## src/rtl/clock_pkg.sv

```systemverilog
// clock_pkg: shared definitions for the time-of-day word (hh:mm:ss:cc).
// The VGA digit renderer reuses these definitions.
//   - field limits HH_MAX / MS_MAX / CC_MAX
//   - byte-lane offsets into the 32-bit time word
//   - run/set state encoding; its value doubles as the field select
//   - wrap-around field increment/decrement helpers
package clock_pkg;

  localparam logic [7:0] HH_MAX = 8'd23;
  localparam logic [7:0] MS_MAX = 8'd59;
  localparam logic [7:0] CC_MAX = 8'd99;

  localparam int HH_LSB = 24;
  localparam int MM_LSB = 16;
  localparam int SS_LSB = 8;
  localparam int CC_LSB = 0;

  typedef enum logic [1:0] {
    RUN    = 2'd0,
    SET_HH = 2'd1,
    SET_MM = 2'd2,
    SET_SS = 2'd3
  } state_e;

  // +1 with wrap to 0 past max
  function automatic logic [7:0] fld_inc(input logic [7:0] v, input logic [7:0] max);
    return (v >= max) ? 8'd0 : v + 8'd1;
  endfunction

  // -1 with wrap from 0 to max
  function automatic logic [7:0] fld_dec(input logic [7:0] v, input logic [7:0] max);
    return (v == 8'd0) ? max : v - 8'd1;
  endfunction

endpackage

```

## src/rtl/tick_gen.sv

```systemverilog
// tick_gen: free-running divider producing a one-cycle enable every TICK_DIV clocks.
//   clk  : system clock
//   rst  : synchronous active-high reset
//   clr  : restart the count at 0 (phase realign)
//   tick : high while the count sits at TICK_DIV-1
module tick_gen #(
  parameter int TICK_DIV = 500_000
) (
  input  logic clk,
  input  logic rst,
  input  logic clr,
  output logic tick
);

  localparam int CW = (TICK_DIV > 1) ? $clog2(TICK_DIV) : 1;
  localparam logic [CW-1:0] LAST = CW'(TICK_DIV - 1);

  logic [CW-1:0] cnt_q, cnt_d;

  assign tick = (cnt_q == LAST);

  always_comb begin
    cnt_d = cnt_q + 1'b1;
    if (clr || tick) cnt_d = '0;
  end

  always_ff @(posedge clk) begin
    if (rst) cnt_q <= '0;
    else     cnt_q <= cnt_d;
  end

endmodule

```

## src/rtl/clock_set_controller.sv

```systemverilog
// clock_set_controller: run/set sequencer for the hh:mm:ss:cc time word.
//   clk, rst                 : 50 MHz clock, synchronous active-high reset
//   key_mode/key_inc/key_dec : debounced one-cycle key pulses
//   data      : time word {hh,mm,ss,cc}, binary bytes (registered)
//   field_sel : 0 run, 1 hh, 2 mm, 3 ss (the state register itself)
//   blink     : show/hide phase of the edited field, 0 in run
module clock_set_controller
  import clock_pkg::*;
#(
  parameter int TICK_DIV  = 500_000,
  parameter int BLINK_DIV = 25
) (
  input  logic        clk,
  input  logic        rst,
  input  logic        key_mode,
  input  logic        key_inc,
  input  logic        key_dec,
  output logic [31:0] data,
  output logic [1:0]  field_sel,
  output logic        blink
);

  localparam int BCW = (BLINK_DIV > 1) ? $clog2(BLINK_DIV) : 1;
  localparam logic [BCW-1:0] BLAST = BCW'(BLINK_DIV - 1);

  state_e          state_q, state_d;
  logic [31:0]     time_q, time_d;
  logic            blink_q, blink_d;
  logic [BCW-1:0]  bcnt_q, bcnt_d;
  logic            tick, tick_clr;

  tick_gen #(.TICK_DIV(TICK_DIV)) u_tick (
    .clk  (clk),
    .rst  (rst),
    .clr  (tick_clr),
    .tick (tick)
  );

  // One-centisecond advance with carry chain cc -> ss -> mm -> hh.
  function automatic logic [31:0] advance(input logic [31:0] t);
    logic [7:0] hh, mm, ss, cc;
    logic       cc_w, ss_w, mm_w;
    hh = t[HH_LSB +: 8];
    mm = t[MM_LSB +: 8];
    ss = t[SS_LSB +: 8];
    cc = t[CC_LSB +: 8];
    cc_w = (cc == CC_MAX);
    ss_w = cc_w && (ss == MS_MAX);
    mm_w = ss_w && (mm == MS_MAX);
    return {mm_w ? fld_inc(hh, HH_MAX) : hh,
            ss_w ? fld_inc(mm, MS_MAX) : mm,
            cc_w ? fld_inc(ss, MS_MAX) : ss,
            fld_inc(cc, CC_MAX)};
  endfunction

  // inc and dec together cancel out
  function automatic logic [7:0] edit_fld(input logic [7:0] v, input logic [7:0] max,
                                          input logic inc, input logic dec);
    if (inc && !dec) return fld_inc(v, max);
    if (dec && !inc) return fld_dec(v, max);
    return v;
  endfunction

  always_comb begin
    state_d  = state_q;
    time_d   = time_q;
    blink_d  = blink_q;
    bcnt_d   = bcnt_q;
    tick_clr = 1'b0;

    // key_mode wins over edits and over the run advance
    case (state_q)
      RUN: begin
        if (key_mode)  state_d = SET_HH;
        else if (tick) time_d  = advance(time_q);
      end
      SET_HH: begin
        if (key_mode) state_d = SET_MM;
        else time_d[HH_LSB +: 8] = edit_fld(time_q[HH_LSB +: 8], HH_MAX, key_inc, key_dec);
      end
      SET_MM: begin
        if (key_mode) state_d = SET_SS;
        else time_d[MM_LSB +: 8] = edit_fld(time_q[MM_LSB +: 8], MS_MAX, key_inc, key_dec);
      end
      SET_SS: begin
        if (key_mode) begin
          // restart the time base so the first advance is a full period away
          state_d              = RUN;
          time_d[CC_LSB +: 8]  = 8'd0;
          tick_clr             = 1'b1;
        end else begin
          time_d[SS_LSB +: 8] = edit_fld(time_q[SS_LSB +: 8], MS_MAX, key_inc, key_dec);
        end
      end
      default: state_d = RUN;
    endcase

    // Blink: visible on field entry, then toggles on global tick boundaries.
    if (state_d == RUN) begin
      blink_d = 1'b0;
      bcnt_d  = '0;
    end else if (state_d != state_q) begin
      blink_d = 1'b1;
      bcnt_d  = '0;
    end else if (tick) begin
      if (bcnt_q == BLAST) begin
        blink_d = ~blink_q;
        bcnt_d  = '0;
      end else begin
        bcnt_d = bcnt_q + 1'b1;
      end
    end
  end

  always_ff @(posedge clk) begin
    if (rst) begin
      state_q <= RUN;
      time_q  <= '0;
      blink_q <= 1'b0;
      bcnt_q  <= '0;
    end else begin
      state_q <= state_d;
      time_q  <= time_d;
      blink_q <= blink_d;
      bcnt_q  <= bcnt_d;
    end
  end

  assign data      = time_q;
  assign field_sel = state_q;
  assign blink     = blink_q;

endmodule

```

## config.mk

```make
export PLATFORM = sky130hd
export DESIGN_NAME = clock_set_controller
export DESIGN_NICKNAME = d
export VERILOG_FILES = /design/src/rtl/clock_pkg.sv /design/src/rtl/tick_gen.sv /design/src/rtl/clock_set_controller.sv
export SDC_FILE = /design/constraint.sdc
export NUM_CORES = 1
export LEC_CHECK = 0
export BUFFER_PORTS_ARGS = -buffer_cell sky130_fd_sc_hd__buf_4
export CAP_MARGIN = 20
export CORE_MARGIN = 2
export CORE_UTILIZATION = 45
export DETAILED_ROUTE_END_ITERATION = 10
export GPL_ROUTABILITY_DRIVEN = 0
export PLACE_DENSITY = 0.65
export SLEW_MARGIN = 10
export SYNTH_ARGS = -nofsm -noshare
export SYNTH_HDL_FRONTEND = slang
export SYNTH_HIERARCHICAL = 1
export SYNTH_SLANG_ARGS = --single-unit
```

## constraint.sdc

```tcl
create_clock -name clk -period 5.9 [get_ports clk]
set_input_delay 0.885 -clock clk [delete_from_list [all_inputs] [get_ports clk]]
set_output_delay 0.885 -clock clk [all_outputs]
set_load 0.1 [all_outputs]
```

==> results.toml, run 1 <==
[route]
totalWireLength_um = 8530
ant_nets = 0
route.detailed.drc = 0
drt_iter0_drc = 146
drt_first_pass_iters = 5
vias = 3448
routedWlPerCell_um = 14.3
via_per_inst = 5.79

[global_route]
grtUsageMet1_pct = 27.0
grt_usage_pct = 20.0
antenna_found_initial = 0
grt_use_met2_pct = 31.9
top_usage_layer = "met2"
grt_max_degree = 35
grt_pass1_wl_um = 14300
grt_pass1_vias = 3039
grt_use_met3_pct = 4.11
grt_overflow = 0

[run]
maxCapViolCount = 0

[floorplanning]
core_mm2 = 0.00773
rows = 32
io_pins = 40
die_height_um = 93.5
start_util_pct = 46.7
dieWidth_um = 93.5
die_area_mm2 = 0.00875

[timing]
skew_ns = 0.00965
finalHoldViolations = 0
fin_crit_sh_pct = 51.4
period_needed_ns = 3.03
max_freq_mhz = 330
tightest_slew_ns = 1.14
finalSetupTns_ns = 0
slew_viol_final = 0
rsz0062_at_grt = "no"
finalSetupViolations = 0
slew_headroom_pct = 23.2

[clock_tree]
clock_tree.buffer_depth = 2
cts-buffers-inserted = 9
post_cts_buffers = 0
cts_tree = "yes"
cts-root-buf = "clkbuf_8"
clkLatencyLatePin_ns = 0.33
cts-resized-gates = 0
path_clk_slew_ns = 0.06
postCtsHoldBufs = 0
htreeDepth = 3
cts_sinks = 59

[synthesis]
synth.area.top_cells = "dfxtp_1 (33%), nor2_1 (6.8%), a21oi_1 (4.9%)"
postSynthCellCount = 465
synthesis.area_mm2 = 0.00361
yosys.area.top_type = "dfxtp_1"
avgSynthCellArea_um2 = 7.76
yosysWarnings = 6
syn-num-nets = 482
synth_flop_cell = "dfxtp_1"
yosysSeqAreaShare_pct = 32.7
async_reset_ff_share_pct = 0
synth_edf_count = 0
synth_seq_cells = 59
synthTopCellsByCount = "nor2_1 (65), dfxtp_1 (59), a21oi_1 (35)"
synth_cell_types = 63
synth_top_area_share_pct = 32.7
yosysMostFrequentCell = "nor2_1"

[pwr]
p_leak_nw = 1.44
clkPwrFrac_pct = 41.2
power_frac_seq_pct = 49.6
internal_power_w = 0.000609
switchingPower_w = 0.000224
netSwitchingFraction_pct = 26.8
combPwrFrac_pct = 9.2
pwr_density_cell_mw_per_mm2 = 203
ir_worst_vdd_mv = 0.155

[hold_path]
hold_path.class = "reg2reg"

[setup_path]
crit_path_end_kind = "flip-flop"
cp_data_arrival_time_ns = 3.29
crit_type = "reg2reg"
cp_max_fo = 10
startpoint_type = "flip-flop"
required_ns = 6.15
reg2reg_setup_slack_ns = 2.87

[layout]
fin_util_pct = 53.2
stdcell_count = 596
finalNetCount = 507
drive_gt1_share_pct = 14.0
n_antenna_cell = 0
syn_to_final_growth_pct = 13.9

[placed_design]
dpl.cell_count = 581
dp_hpwl_um = 5840
io_buffers = 39

[status]
status = "completed"
-- registers in the layout, indices dropped and copies added, names as in the netlist --
| register | cells |
|---|---|
| bcnt_q | 5 |
| data | 32 |
| u_tick/cnt_q | 19 |
| field_sel | 2 |
| blink | 1 |
-- per-stage QoR --
step / power [W] / setup slack, ns / instance area, um2 / hold slack, ns
global placement: 0.000497 / 2.98 / 3930 / 0.443
finish: 0.000833 / 2.87 / 4110 / 0.467
CTS: 0.000845 / 2.87 / 4110 / 0.473
detailed placement: 0.000499 / 2.93 / 3930 / 0.458
global route: 0.000866 / 2.65 / 4110 / 0.495
floorplan: 0.000481 / 2.72 / 3610 / 0.429
-- path summary, 6_finish.rpt --
kind / startpoint / endpoint / depth (start not counted)
worst max-delay path: u_tick/cnt_q[0] / data[10] / 9
worst min-delay path: u_tick/cnt_q[0] / u_tick/cnt_q[0] / 1
worst max register to register: u_tick/cnt_q[0] / data[10] / 9
worst min register to register: u_tick/cnt_q[0] / u_tick/cnt_q[0] / 1
-- layer usage --
layer  vias up  wire length [um]
li1       1739                 -
met1      1621              4100
met2        79              3900
met3         9               416
met4         0               111
met5         -                 0
-- critical path: stages (launching register included) --
cell	delay [ns]
dfxtp_1	0.37
ha_1	0.21
nand3_2	0.19
nor4_1	0.33
buf_4	0.22
or4b_2	0.61
or3_1	0.35
o31a_1	0.24
a221o_1	0.30
a21oi_1	0.12
-- placed cells by master (no fill, tap or decap), types with 9 or more instances in the layout --
cell and instances:
xnor2_1 19, a21oi_1 35, dfxtp_1 59, clkbuf_8 12, nand3_1 18, nand2_1 28
nor3_1 15, o21ai_0 24, buf_4 40, nor2_1 65, inv_1 22, ha_1 12
nand4_1 19, xor2_1 9
-- power by group through the flow --
stage / registers [W] / clock network [W] / logic [W]
after global placement: 0.000422 / 0 / 0.0000759
final: 0.000413 / 0.000343 / 0.0000769
after CTS: 0.000413 / 0.000355 / 0.0000770
after detailed placement: 0.000422 / 0 / 0.0000768
after floorplan: 0.000440 / 0 / 0.0000408
after global routing: 0.000414 / 0.000369 / 0.0000828
-- logic make-up (layout without fill, tap and decap cells) --
kind of cell / count (synthesis) / in the layout / synth area share, %
adder cells (fa/ha/maj): 12 / 12 / 4.16
multiplexers: 2 / 2 / 0.555
buffers and inverters: 48 / 77 / 5.20
XOR/XNOR: 28 / 28 / 6.80
AO/OA/AOI/OAI: 111 / 111 / 20.2
AND/OR/NAND/NOR: 205 / 205 / 30.3
flip-flops: 59 / 59 / 32.7
-- cell type report --
| type | instances | area (um2) |
|---|---|---|
| flip-flops and latches | 59 | 1180 |
| clock inverters | 2 | 10.0 |
| clock buffers | 13 | 169 |
| repair buffers | 40 | 300 |
| multi-input cells | 358 | 2240 |
| fillers | 779 | 3620 |
| inverters | 22 | 82.6 |
| well taps | 102 | 128 |
No activity file was read; power rests on OpenSTA's default activity.
==> run 2, diff against run 1 <==
--- a/config.mk
+++ b/config.mk
@@ -11,7 +11,7 @@
 export CORE_UTILIZATION = 45
 export DETAILED_ROUTE_END_ITERATION = 10
 export GPL_ROUTABILITY_DRIVEN = 0
-export PLACE_DENSITY = 0.65
+export PLACE_DENSITY = 0.67
 export SLEW_MARGIN = 10
 export SYNTH_ARGS = -nofsm -noshare
 export SYNTH_HDL_FRONTEND = slang
==> constraint.sdc (replaced) <==
create_clock -name clk -period 2.75 [get_ports clk]
set_input_delay 0.4125 -clock clk [delete_from_list [all_inputs] [get_ports clk]]
set_output_delay 0.4125 -clock clk [all_outputs]
set_load 0.1 [all_outputs]
==> results.toml, run 2 (synthesized netlist as in run 1, its figures left out) <==
[setup_path]
ff2ff_path_depth = 9
crit_type = "reg2reg"
cp_data_arrival_time_ns = 3.04
crit_start = "u_tick/cnt_q[10]"
crit_path_end_kind = "flip-flop"
startpoint_type = "flip-flop"
rr_startpoint = "u_tick/cnt_q[10]"
crit_buf_inv = 1
cp_max_fo = 5
required_ns = 3.04
critical-path-top-delay-family = "simple AND/OR/NAND/NOR gates"
crit_end = "data[10]"
reg2reg_setup_slack_ns = 0.004
critPathMaxStageDelay_ns = 0.46
crit_cells = 9
crit_chain = "nor4b_2 -> nand4_1 -> nor4_1 -> buf_4 -> or4b_4 -> or3_4 -> o31a_1 -> a221o_1 -> a21oi_2"
cp_slowest_cell = "or4b_4"
r2r_end = "data[10]"

[status]
status = "completed"

[pwr]
power_w = 0.00185
p_leak_nw = 1.57
ir_worst_vdd_mv = 0.353
pwr_density_cell_mw_per_mm2 = 425

[placed_design]
dp_hpwl_um = 6320
io_buffers = 39

[route]
vias = 3578
via_per_inst = 5.77
routedWlPerCell_um = 14.6
ant_nets = 0
drt_first_pass_iters = 5
drt_iter0_drc = 242
route.detailed.drc = 0
totalWireLength_um = 9050

[timing]
finalHoldViolations = 0
slew_viol_final = 0
slew_headroom_pct = 50.2
tightest_slew_ns = 0.736
rsz0062_at_grt = "yes"
skew_ns = 0.0113
period_needed_ns = 2.75
holdWs_ns = 0.373
max_freq_mhz = 364
finalSetupViolations = 0
fin_crit_sh_pct = 99.9
finalSetupTns_ns = 0

[floorplanning]
start_util_pct = 46.7
dieWidth_um = 93.5
io_pins = 40
die_height_um = 93.5
die_area_mm2 = 0.00875
rows = 32
core_mm2 = 0.00773

[clock_tree]
htreeDepth = 3
cts_tree = "yes"
path_clk_slew_ns = 0.08
cts-root-buf = "clkbuf_8"
cts_sinks = 59
clkLatencyLatePin_ns = 0.35
clock_tree.buffer_depth = 2
cts-buffers-inserted = 9

[global_route]
grt_overflow = 0
grt_pass1_vias = 3346
grt_usage_pct = 21.7
grt_pass1_wl_um = 15400
antenna_found_initial = 0
grt_max_degree = 35

[run]
maxCapViolCount = 0

[hold_path]
hold_path.class = "in2reg"

[layout]
fin_util_pct = 56.4
drive_gt1_share_pct = 21.4
finalNetCount = 530
largest_reg_flops = 32
mostFrequentLayoutCell = "nor2_1"
syn_to_final_growth_pct = 20.8
final_cell_mix = "nor2_1 (65), buf_4 (62), dfxtp_1 (47)"
n_antenna_cell = 0
n_fill_cell = 719
[run 2: how the worst min path moves through the flow]
stage	start	end	slack, ns	depth (start not counted)
final	key_mode	bcnt_q[1]	0.37	2
after floorplan	u_tick/cnt_q[0]	u_tick/cnt_q[0]	0.43	1
after global routing	key_mode	bcnt_q[1]	0.37	2
after CTS	key_mode	bcnt_q[1]	0.35	2
after detailed placement	u_tick/cnt_q[0]	u_tick/cnt_q[0]	0.46	1
after global placement	u_tick/cnt_q[0]	u_tick/cnt_q[0]	0.45	1
[run 2: routing by layer]
layer | track usage, % | share of wire [%] | wire length (um) | vias up
li1 | - | - | - | 1786
met3 | 6.37 | 5.2 | 475 | 13
met5 | 0 | 0 | 0 | -
met1 | 26.2 | 44 | 4000 | 1682
met2 | 37.2 | 49 | 4460 | 97
met4 | 6.52 | 1.3 | 119 | 0
[run 2: final cells by class]
type                            instances  area, um2  area share [%]
Multi-Input combinational cell        359       2290            52.5
Sequential cell                        59       1200            27.6
Timing Repair Buffer                   62        465            10.7
Clock buffer                           10        128            2.93
Tap cell                              102        128            2.93
Inverter                               22       82.6            1.89
Clock inverter                          6       66.3            1.52
[run 2: through the flow]
| stage | cell area (um2) | instances | worst slack, ns |
|---|---|---|---|
| after floorplan | 3650 | 465 | -0.0104 |
| after CTS | 4340 | 620 | 0.0128 |
| after global placement | 4130 | 603 | 0.0516 |
| after global routing | 4360 | 620 | -0.102 |
| after detailed placement | 4130 | 603 | -0.0390 |
| final | 4360 | 620 | 0.00395 |
[run 2: repair_timing]
action                     CTS  global route
setup endpoints to repair    4            15
gates resized for setup      0            11
pin swaps                    1             4
gates cloned                 1             0
hold buffers                 0             0
setup buffers                0             0
[run 2: power breakdown]
group | internal (W) | switching, W | leakage (nW)
clock | 0.000418 | 0.000371 | 0.0885
combinational | 0.0000535 | 0.000121 | 0.994
sequential | 0.000864 | 0.0000237 | 0.483
==> run 3, diff against run 2 <==
--- a/config.mk
+++ b/config.mk
@@ -12,6 +12,7 @@
 export DETAILED_ROUTE_END_ITERATION = 10
 export GPL_ROUTABILITY_DRIVEN = 0
 export PLACE_DENSITY = 0.67
+export SETUP_SLACK_MARGIN = 0.2
 export SLEW_MARGIN = 10
 export SYNTH_ARGS = -nofsm -noshare
 export SYNTH_HDL_FRONTEND = slang
==> results.toml, run 3 (synthesized netlist as in run 1, its figures left out) <==
[clock_tree]
htreeDepth = 3
cts_tree = "yes"
path_clk_slew_ns = 0.07
clock_tree.buffer_depth = 2
cts-buffers-inserted = 9
cts-root-buf = "clkbuf_8"
clkLatencyLatePin_ns = 0.33
cts_sinks = 59
postCtsHoldBufs = 0

[setup_path]
critical-path-top-delay-family = "simple AND/OR/NAND/NOR gates"
startpoint_type = "flip-flop"
required_ns = 3.01
crit_buf_inv = 1
crit_chain = "nor4b_4 -> nand4_1 -> nor4_2 -> buf_4 -> or4b_4 -> or3_4 -> o31a_1 -> a221o_1 -> a21oi_2"
cp_max_fo = 5
crit_start = "u_tick/cnt_q[9]"
critPathMaxStageDelay_ns = 0.46
crit_type = "reg2reg"
rr_startpoint = "u_tick/cnt_q[9]"
crit_path_end_kind = "flip-flop"
cp_slowest_cell = "or4b_4"
cp_data_arrival_time_ns = 2.83

[route]
totalWireLength_um = 8830
vias = 3547
route.detailed.drc = 0
ant_nets = 0
drt_first_pass_iters = 5
drt_iter0_drc = 205
routedWlPerCell_um = 14.2
via_per_inst = 5.72

[status]
status = "completed"

[timing]
rsz0062_at_grt = "yes"
fin_crit_sh_pct = 93.5
slew_viol_final = 0
slew_headroom_pct = 53.6
tightest_slew_ns = 0.686
finalHoldViolations = 0
holdWs_ns = 0.391
period_needed_ns = 2.57
max_freq_mhz = 389
skew_ns = 0.00580
finalSetupTns_ns = 0
finalSetupViolations = 0

[global_route]
grt_pass1_wl_um = 14900
grt_usage_pct = 20.9
grt_overflow = 0
grt_pass1_vias = 3247
grt_max_degree = 35
antenna_found_initial = 0

[placed_design]
io_buffers = 39
placed_area_mm2 = 0.00414
dpl.cell_count = 602
dp_hpwl_um = 6050

[floorplanning]
dieWidth_um = 93.5
die_area_mm2 = 0.00875
rows = 32
core_mm2 = 0.00773
die_height_um = 93.5
start_util_pct = 46.7
io_pins = 40

[layout]
n_fill_cell = 724
mostFrequentLayoutCell = "nor2_1"
stdcell_count = 620
syn_to_final_growth_pct = 22.2
drive_gt1_share_pct = 23.4
n_antenna_cell = 0
finalNetCount = 531
final_cell_mix = "nor2_1 (65), buf_4 (63), dfxtp_1 (38)"
largest_reg_flops = 32
design_area_mm2 = 0.00441

[pwr]
power_w = 0.00188
pwr_density_cell_mw_per_mm2 = 425
p_leak_nw = 1.59
ir_worst_vdd_mv = 0.308

[hold_path]
hold_path.class = "in2reg"
min_from = "key_mode"

[run]
maxCapViolCount = 0
-- run 3: changes by cell type in the layout (fill, tap and decap cells not counted), sizes merged --
cell and delta:
clkinv +1, clkbuf +1, buf +1, clkinvlp -3
-- run 3: what timing repair did --
action,CTS,global route
cloned,1,0
pin swaps,4,1
endpoints found under the setup margin,21,18
buffers inserted,2,0
resized for setup,7,5
-- run 3: area by class of cell --
cell class | count | area [um2] | share of cell area, %
Multi-Input combinational cell | 359 | 2310 | 52.4
Sequential cell | 59 | 1210 | 27.5
Timing Repair Buffer | 63 | 473 | 10.7
Clock buffer | 11 | 153 | 3.46
Tap cell | 102 | 128 | 2.89
Inverter | 22 | 82.6 | 1.87
Clock inverter | 4 | 48.8 | 1.11
-- run 3: layer usage --
| layer | vias up | routed length (um) | global-route usage (%) |
|---|---|---|---|
| met5 | - | 0 | 0 |
| met4 | 0 | 120 | 5.92 |
| met3 | 10 | 341 | 4.92 |
| met2 | 79 | 4290 | 35.3 |
| met1 | 1673 | 4070 | 26.6 |
| li1 | 1785 | - | - |
-- run 3: power breakdown --
part	internal [W]	switching [W]
sequential	0.000865	0.0000238
combinational	0.0000543	0.000119
clock	0.000467	0.000347
-- run 3: worst reg2reg max path: cells and delay by family, from the launching register on --
family	cells	cell delay, ns
simple gates	5	1.40
flops	1	0.34
compound gates	3	0.61
buf+inv	1	0.16
-- run 3: worst paths after layout --
path	to	slack, ns	cells after the start
min	bcnt_q[1]	0.39	2
max	data[10]	0.18	9
max reg2reg	data[10]	0.18	9
min reg2reg	u_tick/cnt_q[0]	0.46	1
-- run 3: metrics by stage --
step	setup WS, ns	util [%]
2_1_floorplan	0.0308	-
3_3_place_gp	0.0411	53.5
3_5_place_dp	-0.0885	53.5
4_1_cts	0.150	56.8
5_1_grt	0.108	57.1
6_report	0.179	57.1
